--- src/rtl/fir_output_tx_pkg.sv ---
// Shared definitions for the fir_output_tx serial sink: frame geometry and
// the transmit state encoding.
package fir_output_tx_pkg;

  localparam int FRAME_BYTES = 3;
  localparam int SAMPLE_W    = 8 * FRAME_BYTES;
  localparam int DATA_W_DEF  = 18;

  typedef enum logic [1:0] {
    IDLE  = 2'd0,
    START = 2'd1,
    DATA  = 2'd2,
    STOP  = 2'd3
  } tx_state_t;

endpackage

--- src/rtl/fir_output_tx_sync_fifo.sv ---
// Synchronous sample FIFO with registered read data, count and flags.
// When full, a pop in the same cycle frees the slot a push then fills.
module fir_output_tx_sync_fifo #(
  parameter int WIDTH = 18,
  parameter int DEPTH = 8
) (
  input  logic                   clk,
  input  logic                   rst,
  input  logic                   push,
  input  logic                   pop,
  input  logic [WIDTH-1:0]       wr_data,
  output logic [WIDTH-1:0]       rd_data,
  output logic [$clog2(DEPTH):0] count,
  output logic                   full,
  output logic                   empty
);

  localparam int PTR_W = $clog2(DEPTH);
  localparam int CNT_W = PTR_W + 1;
  localparam logic [CNT_W-1:0] CNT_ONE  = CNT_W'(1);
  localparam logic [CNT_W-1:0] CNT_HIGH = CNT_W'(DEPTH - 1);
  localparam logic [PTR_W-1:0] PTR_ONE  = PTR_W'(1);

  logic [WIDTH-1:0] mem [DEPTH];
  logic [PTR_W-1:0] wr_ptr;
  logic [PTR_W-1:0] rd_ptr;
  logic             do_pop;
  logic             do_push;

  assign do_pop  = pop & ~empty;
  assign do_push = push & (~full | do_pop);

  always_ff @(posedge clk) begin
    if (!rst) begin
      wr_ptr <= '0;
      rd_ptr <= '0;
      count  <= '0;
      full   <= 1'b0;
      empty  <= 1'b1;
    end else begin
      if (do_push) wr_ptr <= wr_ptr + PTR_ONE;
      if (do_pop)  rd_ptr <= rd_ptr + PTR_ONE;
      case ({do_push, do_pop})
        2'b10: begin
          count <= count + CNT_ONE;
          full  <= (count == CNT_HIGH);
          empty <= 1'b0;
        end
        2'b01: begin
          count <= count - CNT_ONE;
          full  <= 1'b0;
          empty <= (count == CNT_ONE);
        end
        default: ;
      endcase
    end
  end

  // Storage and read register carry data only; the read returns the old
  // entry even when a full-FIFO push overwrites that slot on the same edge.
  always_ff @(posedge clk) begin
    if (do_push) mem[wr_ptr] <= wr_data;
    if (do_pop)  rd_data     <= mem[rd_ptr];
  end

endmodule

--- src/rtl/fir_output_tx.sv ---
// Buffers fir_filter output samples and ships each one as three 8N1 UART
// bytes (sign-extended to 24 bits, least significant byte first).
module fir_output_tx
  import fir_output_tx_pkg::*;
#(
  parameter int DATA_W     = 18,
  parameter int FIFO_DEPTH = 8,
  parameter int BAUD_DIV   = 16
) (
  input  logic                        clk,
  input  logic                        rst,
  input  logic signed [DATA_W-1:0]    data_in,
  input  logic                        data_valid,
  output logic                        tx,
  output logic                        busy,
  output logic [$clog2(FIFO_DEPTH):0] fifo_count,
  output logic                        overflow
);

  localparam int BAUD_W = $clog2(BAUD_DIV);
  localparam logic [BAUD_W-1:0] BAUD_LAST = BAUD_W'(BAUD_DIV - 1);
  localparam logic [BAUD_W-1:0] BAUD_ONE  = BAUD_W'(1);
  localparam logic [1:0]        LAST_BYTE = 2'(FRAME_BYTES - 1);

  function automatic logic [SAMPLE_W-1:0] sign_extend(input logic signed [DATA_W-1:0] s);
    return {{(SAMPLE_W - DATA_W){s[DATA_W-1]}}, s};
  endfunction

  tx_state_t           state;
  tx_state_t           state_nxt;
  logic [BAUD_W-1:0]   baud_cnt;
  logic [2:0]          bit_idx;
  logic [1:0]          byte_idx;
  logic [SAMPLE_W-1:0] shift;
  logic                bit_end;
  logic                fifo_pop;
  logic                fifo_full;
  logic                fifo_empty;
  logic [DATA_W-1:0]   fifo_rd_data;

  fir_output_tx_sync_fifo #(
    .WIDTH (DATA_W),
    .DEPTH (FIFO_DEPTH)
  ) u_fifo (
    .clk     (clk),
    .rst     (rst),
    .push    (data_valid),
    .pop     (fifo_pop),
    .wr_data (data_in),
    .rd_data (fifo_rd_data),
    .count   (fifo_count),
    .full    (fifo_full),
    .empty   (fifo_empty)
  );

  assign bit_end = (baud_cnt == BAUD_LAST);

  always_comb begin
    state_nxt = state;
    fifo_pop  = 1'b0;
    case (state)
      IDLE: begin
        if (!fifo_empty) begin
          fifo_pop  = 1'b1;
          state_nxt = START;
        end
      end
      START: if (bit_end) state_nxt = DATA;
      DATA:  if (bit_end && bit_idx == 3'd7) state_nxt = STOP;
      STOP: begin
        if (bit_end) begin
          if (byte_idx != LAST_BYTE) begin
            state_nxt = START;
          end else if (!fifo_empty) begin
            fifo_pop  = 1'b1;
            state_nxt = START;
          end else begin
            state_nxt = IDLE;
          end
        end
      end
      default: state_nxt = IDLE;
    endcase
  end

  always_comb begin
    case (state)
      START:   tx = 1'b0;
      DATA:    tx = shift[0];
      default: tx = 1'b1;
    endcase
  end

  // Control: every state is entered with baud_cnt at zero, so bit
  // boundaries never drift across bits, bytes or samples.
  always_ff @(posedge clk) begin
    if (!rst) begin
      state    <= IDLE;
      baud_cnt <= '0;
      bit_idx  <= '0;
      byte_idx <= '0;
      busy     <= 1'b0;
      overflow <= 1'b0;
    end else begin
      state <= state_nxt;
      if (state == IDLE || bit_end) baud_cnt <= '0;
      else                          baud_cnt <= baud_cnt + BAUD_ONE;
      if (state == DATA && bit_end) bit_idx <= bit_idx + 3'd1;
      if (fifo_pop)                        byte_idx <= '0;
      else if (state == STOP && bit_end)   byte_idx <= byte_idx + 2'd1;
      // With no pop this edge, the FIFO ends non-empty exactly when it
      // already was or a push arrives; a pop always moves on to START.
      busy     <= (state_nxt != IDLE) | ~fifo_empty | data_valid;
      overflow <= overflow | (data_valid & fifo_full & ~fifo_pop);
    end
  end

  // Sample is loaded at the end of the first start bit, after the FIFO read
  // register has settled; later bytes fall out of the same shifter.
  always_ff @(posedge clk) begin
    if (state == START && bit_end && byte_idx == 2'd0)
      shift <= sign_extend(fifo_rd_data);
    else if (state == DATA && bit_end)
      shift <= shift >> 1;
  end

endmodule

--- config.mk ---
export PLATFORM = sky130hd
export DESIGN_NAME = fir_output_tx
export DESIGN_NICKNAME = d
export VERILOG_FILES = /design/src/rtl/fir_output_tx_pkg.sv /design/src/rtl/fir_output_tx_sync_fifo.sv /design/src/rtl/fir_output_tx.sv
export SDC_FILE = /design/constraint.sdc
export NUM_CORES = 1
export LEC_CHECK = 0
export BUFFER_PORTS_ARGS = -buffer_cell sky130_fd_sc_hd__buf_2
export CORE_UTILIZATION = 45
export DETAILED_ROUTE_END_ITERATION = 7
export HOLD_SLACK_MARGIN = 0.1
export PLACE_DENSITY = 0.72
export SYNTH_ARGS = -nofsm -noshare
export SYNTH_HDL_FRONTEND = slang
export SYNTH_SLANG_ARGS = --single-unit
--- constraint.sdc ---
create_clock -name clk -period 5.9 [get_ports clk]
set_clock_uncertainty 0.05 [all_clocks]
set_input_delay 0.885 -clock clk [delete_from_list [all_inputs] [get_ports clk]]
set_output_delay 0.885 -clock clk [all_outputs]
set_load 0.05 [all_outputs]
# Yosys cells after proc, flatten, opt, wreduce, memory -nomap -nowiden

Memories as Yosys holds them, arrays and structs flattened. A register that Yosys moved wholly into a read port is not among the register bits.
Index checks and enable logic that the tools add are counted.

Add/sub/neg operators: 7
Equality and inequality tests: 10
Muxes and demuxes: 19
Bitwise operators: 12
Reductions and logical operators: 13

Operators with widths:

| operator                                          | count |
|---|---|
| two-way mux 24 bit                                | 2 |
| adder 3 x 1 -> 3 bit (second input constant)      | 3 |
| adder 4 x 1 -> 4 bit (second input constant)      | 2 |
| two-way mux 2 bit                                 | 4 |
| case mux 1 bit (2 select lines)                   | 4 |
| case mux 2 bit (4 select lines)                   | 1 |
| case mux 4 bit (2 select lines)                   | 1 |
| two-way mux 1 bit                                 | 7 |
| == test 2 bit (second input constant)             | 3 |
| nonzero test 2 bit                                | 3 |
| logical AND 1 bit                                 | 5 |
| bitwise AND 1 bit                                 | 4 |
| == test 2 x 1 -> 1 bit (second input constant)    | 2 |
| == test 4 x 1 -> 1 bit (second input constant)    | 1 |
| == test 4 x 3 -> 1 bit (second input constant)    | 1 |
| == test 4 bit (second input constant)             | 1 |
| zero test 2 bit                                   | 2 |
| inverter 1 bit                                    | 4 |
| bitwise OR 1 bit                                  | 4 |
| OR reduction 2 bit                                | 2 |
| subtractor 4 x 1 -> 4 bit (second input constant) | 1 |
| == test 3 bit (second input constant)             | 1 |
| adder 2 x 1 -> 2 bit (second input constant)      | 1 |
| != test 2 bit (second input constant)             | 1 |
| logical OR 1 bit                                  | 1 |

Flip-flop bits (word level): 49
Memory bits (writable): 144
Output and inout port bits: 7
Word-level logic and storage cells: 74
Memories kept: 1

Memories:

| name       | depth | width | rd ports | clocked after memory_dff | wr ports | RTL line                      | RTL |
|---|---|---|---|---|---|---|---|
| u_fifo.mem | 8     | 18    | 1        | 1                        | 1        | fir_output_tx_sync_fifo.sv:24 | `logic [WIDTH-1:0] mem [DEPTH];` |

# Longest topological paths before layout

Depth after elaboration: 9
Mapped depth: 10

# Modules after synthesis

From an unflattened synthesis, not the netlist that was laid out.

Cell total of the unflattened synthesis: 474
Area total of the unflattened synthesis: 8455.6 µm²

Modules (own cells, without submodules):

| module                  | instances | cells each | area each (µm²) | seq. area each (µm²) |
|---|---|---|---|---|
| fir_output_tx_sync_fifo | 1         | 304        | 6726.5          | 5104.9 |
| fir_output_tx           | 1         | 170        | 1729.2          | 980.9 |

# Least setup slack after synthesis

OpenSTA, ideal clock, no wires.

Path type: reg2reg
From: reg baud_cnt[0]
To: reg u_fifo.count[3]
Setup time: 0.115 ns
Arrival time: 3.214 ns
Slack: 2.521 ns
Cell stages (with the launch flop): 11
Cells stage by stage: dfxtp_1 > ha_1 > and4_1 > buf_6 > a21oi_1 > nor3_2 > ha_1 > or4b_1 > a21oi_1 > xor2_1 > and2_1

Cells in the longest elaborated chain, start to end: 8
Elaborated cells on any way between the ends: 10
Those cells by class: eq/ne: 3; mux: 3; bitwise: 3; reduce/logical: 1

RTL lines:

| item                                                                         | RTL line                      | RTL |
|---|---|---|
| from (decl)                                                                  | fir_output_tx.sv:31           | `logic [BAUD_W-1:0] baud_cnt;` |
| from (signal assigned)                                                       | fir_output_tx.sv:107          | `else baud_cnt <= baud_cnt + BAUD_ONE;` |
| == test 4 bit (*)                                                            | fir_output_tx.sv:56           | `assign bit_end = (baud_cnt == BAUD_LAST);` |
| two-way mux 1 bit (*)                                                        | fir_output_tx.sv:71           | `if (bit_end) begin` |
| case mux 1 bit (2 select lines) (*)                                          | fir_output_tx.sv:61           | `case (state)` |
| bitwise AND 1 bit (*)                                                        | fir_output_tx_sync_fifo.sv:30 | `assign do_pop = pop & ~empty;` |
| via u_fifo.do_pop                                                            | fir_output_tx_sync_fifo.sv:27 | `logic do_pop;` |
| bitwise OR 1 bit                                                             | fir_output_tx_sync_fifo.sv:31 | `assign do_push = push & (~full \| do_pop);` |
| bitwise AND 1 bit                                                            | fir_output_tx_sync_fifo.sv:31 |  |
| == test 2 x 1 -> 1 bit / == test 2 bit (equally long branches)               | fir_output_tx_sync_fifo.sv:43 | `case ({do_push, do_pop})` |
| case mux 4 bit (2 select lines) / nonzero test 2 bit (equally long branches) | n/a                           |  |
| to (signal assigned)                                                         | fir_output_tx_sync_fifo.sv:45 | `count <= count + CNT_ONE;` |
| to (signal assigned)                                                         | fir_output_tx_sync_fifo.sv:50 | `count <= count - CNT_ONE;` |
| to (decl)                                                                    | fir_output_tx_sync_fifo.sv:13 | `output logic [$clog2(DEPTH):0] count,` |

The timed path passes the listed nets; every way through them passes the cells marked *.
A chain may end at the register's enable or synchronous reset.

# Final worst setup path

Ends and elaborated chain as after synthesis.

==> metrics.cfg <==
[run_status]
outcome = complete, but fails checks
violations = DRC

[timing]
hold_viol = 0
period_minus_slack_ps = 3030
slew_viol_final = 0
setup_viol = 0
worst_pin_slew_ps = 1172
final.period_utilization_pct = 51.36
fin_ws_ps = 2870
whs_ps = 405.1
timing.setup.tns_ps = 0
clock.fmax_ghz = 0.3300
slew_headroom_pct = 21.77
rsz0062_at_grt = no

[placement]
placed_area_mm2 = 0.008847
port_buffers = 27
dp_cells = 693
dp.final_hpwl_mm = 8.389
dp_slack_ps = 2827
gp_routability_congestion = 0.7603

[critical_path]
r2r_cells = 10
critPathArrivalTime_ps = 3370
path_cells = ha_1 > and4_1 > a21oi_1 > nor3_4 > buf_4 > ha_1 > or4b_1 > a21oi_1 > xor2_1 > and2_1
critPathBufInv = 1
cp-end-kind = flop
critical_path_depth = 10
crit_path_end = u_fifo.count[3]
worstSetupPathType = flop to flop
start_kind = flop
crit_family = simple AND/OR/NAND/NOR gates
crit_slowest_cell = or4b_1
ff2ff_setup_slack_ps = 2870
reg2reg_from = baud_cnt[0]
max_stage_delay_ps = 450
crit_fanout = 25
worstPathRequired_ps = 6240
r2r_end = u_fifo.count[3]
crit_start = baud_cnt[0]

[final_layout]
layout-drive-gt1-share_pct = 31.01
fillCellCount = 1429
postLayoutCoreUtil_pct = 52.52
multi_input_area_mm2 = 0.002215
final_area_mm2 = 0.009532
seq_area_mm2 = 0.006087
final_nets = 526
area_growth_pct = 13.16
antennaDiodeCount = 0
final_cells = 732

[floorplanning]
die_w_um = 138.8
initial_core_util_pct = 46.41
die_height_um = 138.8
ios = 28
die_area_mm2 = 0.01927
num_rows = 49
core-area_mm2 = 0.01815

[detailed_routing]
via_per_inst = 5.545
vias = 4059
dr.pass1.iters = 6
drt_iter0_drc = 256
routed_wl_mm = 14.90
ant_nets = 0
wl_per_cell_um = 20.36
route.detailed.drc = 4

[grt]
grt_max_degree = 40
grt_pass1_vias = 4337
track_usage_pct = 16.40
grt_pass1_wl_mm = 24.09
grt_overflow_total = 0
antenna_found_initial = 0

[pwr]
power_mw = 3.459
powerDensity_mw_per_mm2 = 362.9
p_leak_nw = 3.120
ir_drop_mv = 0.1881

[yosys]
synth_edf_count = 186
netlist_instances = 446
synth_area_mm2 = 0.008423
ys_ff_latch = 211
synthDistinctLibCells = 49
ys.flop_type = edfxtp_1
synth_warnings = 0
syn_nets = 484
ys_seq_area_share_pct = 72.25
async_reset_ff_share_pct = 0
avgSynthCellArea_um2 = 18.89

[clocking]
cts_tree = yes
path_clk_slew_ps = 60
cts_buffers = 22
cts.sinks = 211
cts_setup_buffers = 0
clk_latency_ps = 510
clockBufferDepth = 3
post_cts_resized = 0
root_buffer = clkbuf_16
hold_buffers = 0
htree_levels = 1

[hold_path]
min_path_type = flop to flop

[flow_run]
max_cap_viol_count = 0

-- worst reg2reg max path, stage by stage (launching register included) --
cell and delay (ps):
dfxtp_1 360, ha_1 260, and4_1 390, a21oi_1 190, nor3_4 140, buf_4 340, ha_1 340, or4b_1 450
a21oi_1 190, xor2_1 80, and2_1 150
-- power by group --
| part | switching (mW) | internal (mW) |
|---|---|---|
| clock network | 0.555 | 0.735 |
| registers | 0.0383 | 1.72 |
| logic | 0.223 | 0.184 |
| total | 0.817 | 2.64 |
-- layout by cell type, fill, tap and decap left out, drive strengths merged, types with 5 or more instances in the layout --
cell | netlist | layout
clkbuf | 8 | 24
nand3 | 6 | 6
o21ai | 7 | 7
nand2 | 16 | 16
a21oi | 7 | 7
edfxtp | 186 | 186
dfxtp | 25 | 25
ha | 17 | 17
clkinv | 0 | 9
mux2 | 35 | 35
and2 | 5 | 5
buf | 12 | 38
nor2b | 6 | 6
a21boi | 5 | 5
xnor2 | 5 | 5
inv | 11 | 12
nor2 | 10 | 10
a21o | 6 | 6
mux4 | 36 | 36
nor3b | 7 | 7
-- worst min-delay path by stage --
stage | from | end | cells after the start
global placement | baud_cnt[0] | baud_cnt[0] | 1
CTS | baud_cnt[0] | baud_cnt[0] | 1
floorplan | baud_cnt[0] | baud_cnt[0] | 1
detailed placement | baud_cnt[0] | baud_cnt[0] | 1
finish | baud_cnt[0] | baud_cnt[0] | 1
global route | baud_cnt[0] | baud_cnt[0] | 1
-- synthesized netlist by cell type, types with 2 or more instances --
master / n / area [µm²]
mux2i_1: 4 / 40.04
edfxtp_1: 186 / 5585
mux4_2: 36 / 810.8
nand2_1: 16 / 60.06
o21ai_0: 7 / 35.03
a21oi_1: 7 / 35.03
clkbuf_1: 7 / 26.28
mux2_2: 35 / 394.1
a22oi_1: 2 / 15.01
nor3b_1: 7 / 52.55
dfxtp_1: 25 / 500.5
nor3_1: 3 / 15.01
xnor2_1: 5 / 43.79
inv_1: 11 / 41.29
nand2b_1: 4 / 25.02
xor2_1: 2 / 17.52
a21o_1: 6 / 45.04
ha_1: 17 / 212.7
nand3_1: 5 / 25.02
nor2b_1: 6 / 37.54
a21boi_0: 4 / 30.03
buf_2: 6 / 30.03
nor2_1: 10 / 37.54
and2_1: 5 / 31.28
or3_1: 3 / 18.77
buf_6: 4 / 45.04
-- registers in the layout, summed over array words and instances, names as in the netlist --
| name | flops |
|---|---|
| u_fifo.empty | 1 |
| baud_cnt | 4 |
| bit_idx | 3 |
| u_fifo.mem | 144 |
| state | 2 |
| u_fifo.rd_ptr | 3 |
| shift | 24 |
| byte_idx | 2 |
| u_fifo.count | 4 |
| u_fifo.rd_data | 18 |
| u_fifo.wr_ptr | 3 |
| u_fifo.full | 1 |
| busy | 1 |
| overflow | 1 |
-- layout make-up --
class | count | area share (%)
Clock inverter | 15 | 1.326
Sequential cell | 211 | 63.86
Timing Repair Buffer | 38 | 2.284
Multi-Input combinational cell | 204 | 23.23
Clock buffer | 24 | 5.855
Inverter | 11 | 0.4332
Tap cell | 229 | 3.006
-- kinds of logic after synthesis --
kind of cell	Yosys count	share of synthesized area, %
flops	211	72.25
mux	75	14.78
simple gates	72	5.036
compound gates	33	2.793
buf+inv	31	1.886
fa+ha+maj	17	2.525
xor+xnor	7	0.7279
-- layer usage --
| layer | vias up | GRT usage, % | routed length (µm) |
|---|---|---|---|
| met5 | - | 0 | 0 |
| met4 | 0 | 4.620 | 291 |
| met3 | 24 | 3.039 | 553 |
| met2 | 85 | 29.72 | 7895 |
| met1 | 2105 | 20.05 | 6163 |
| li1 | 1845 | - | - |
Note: power is estimated with default switching activity, not from simulation.
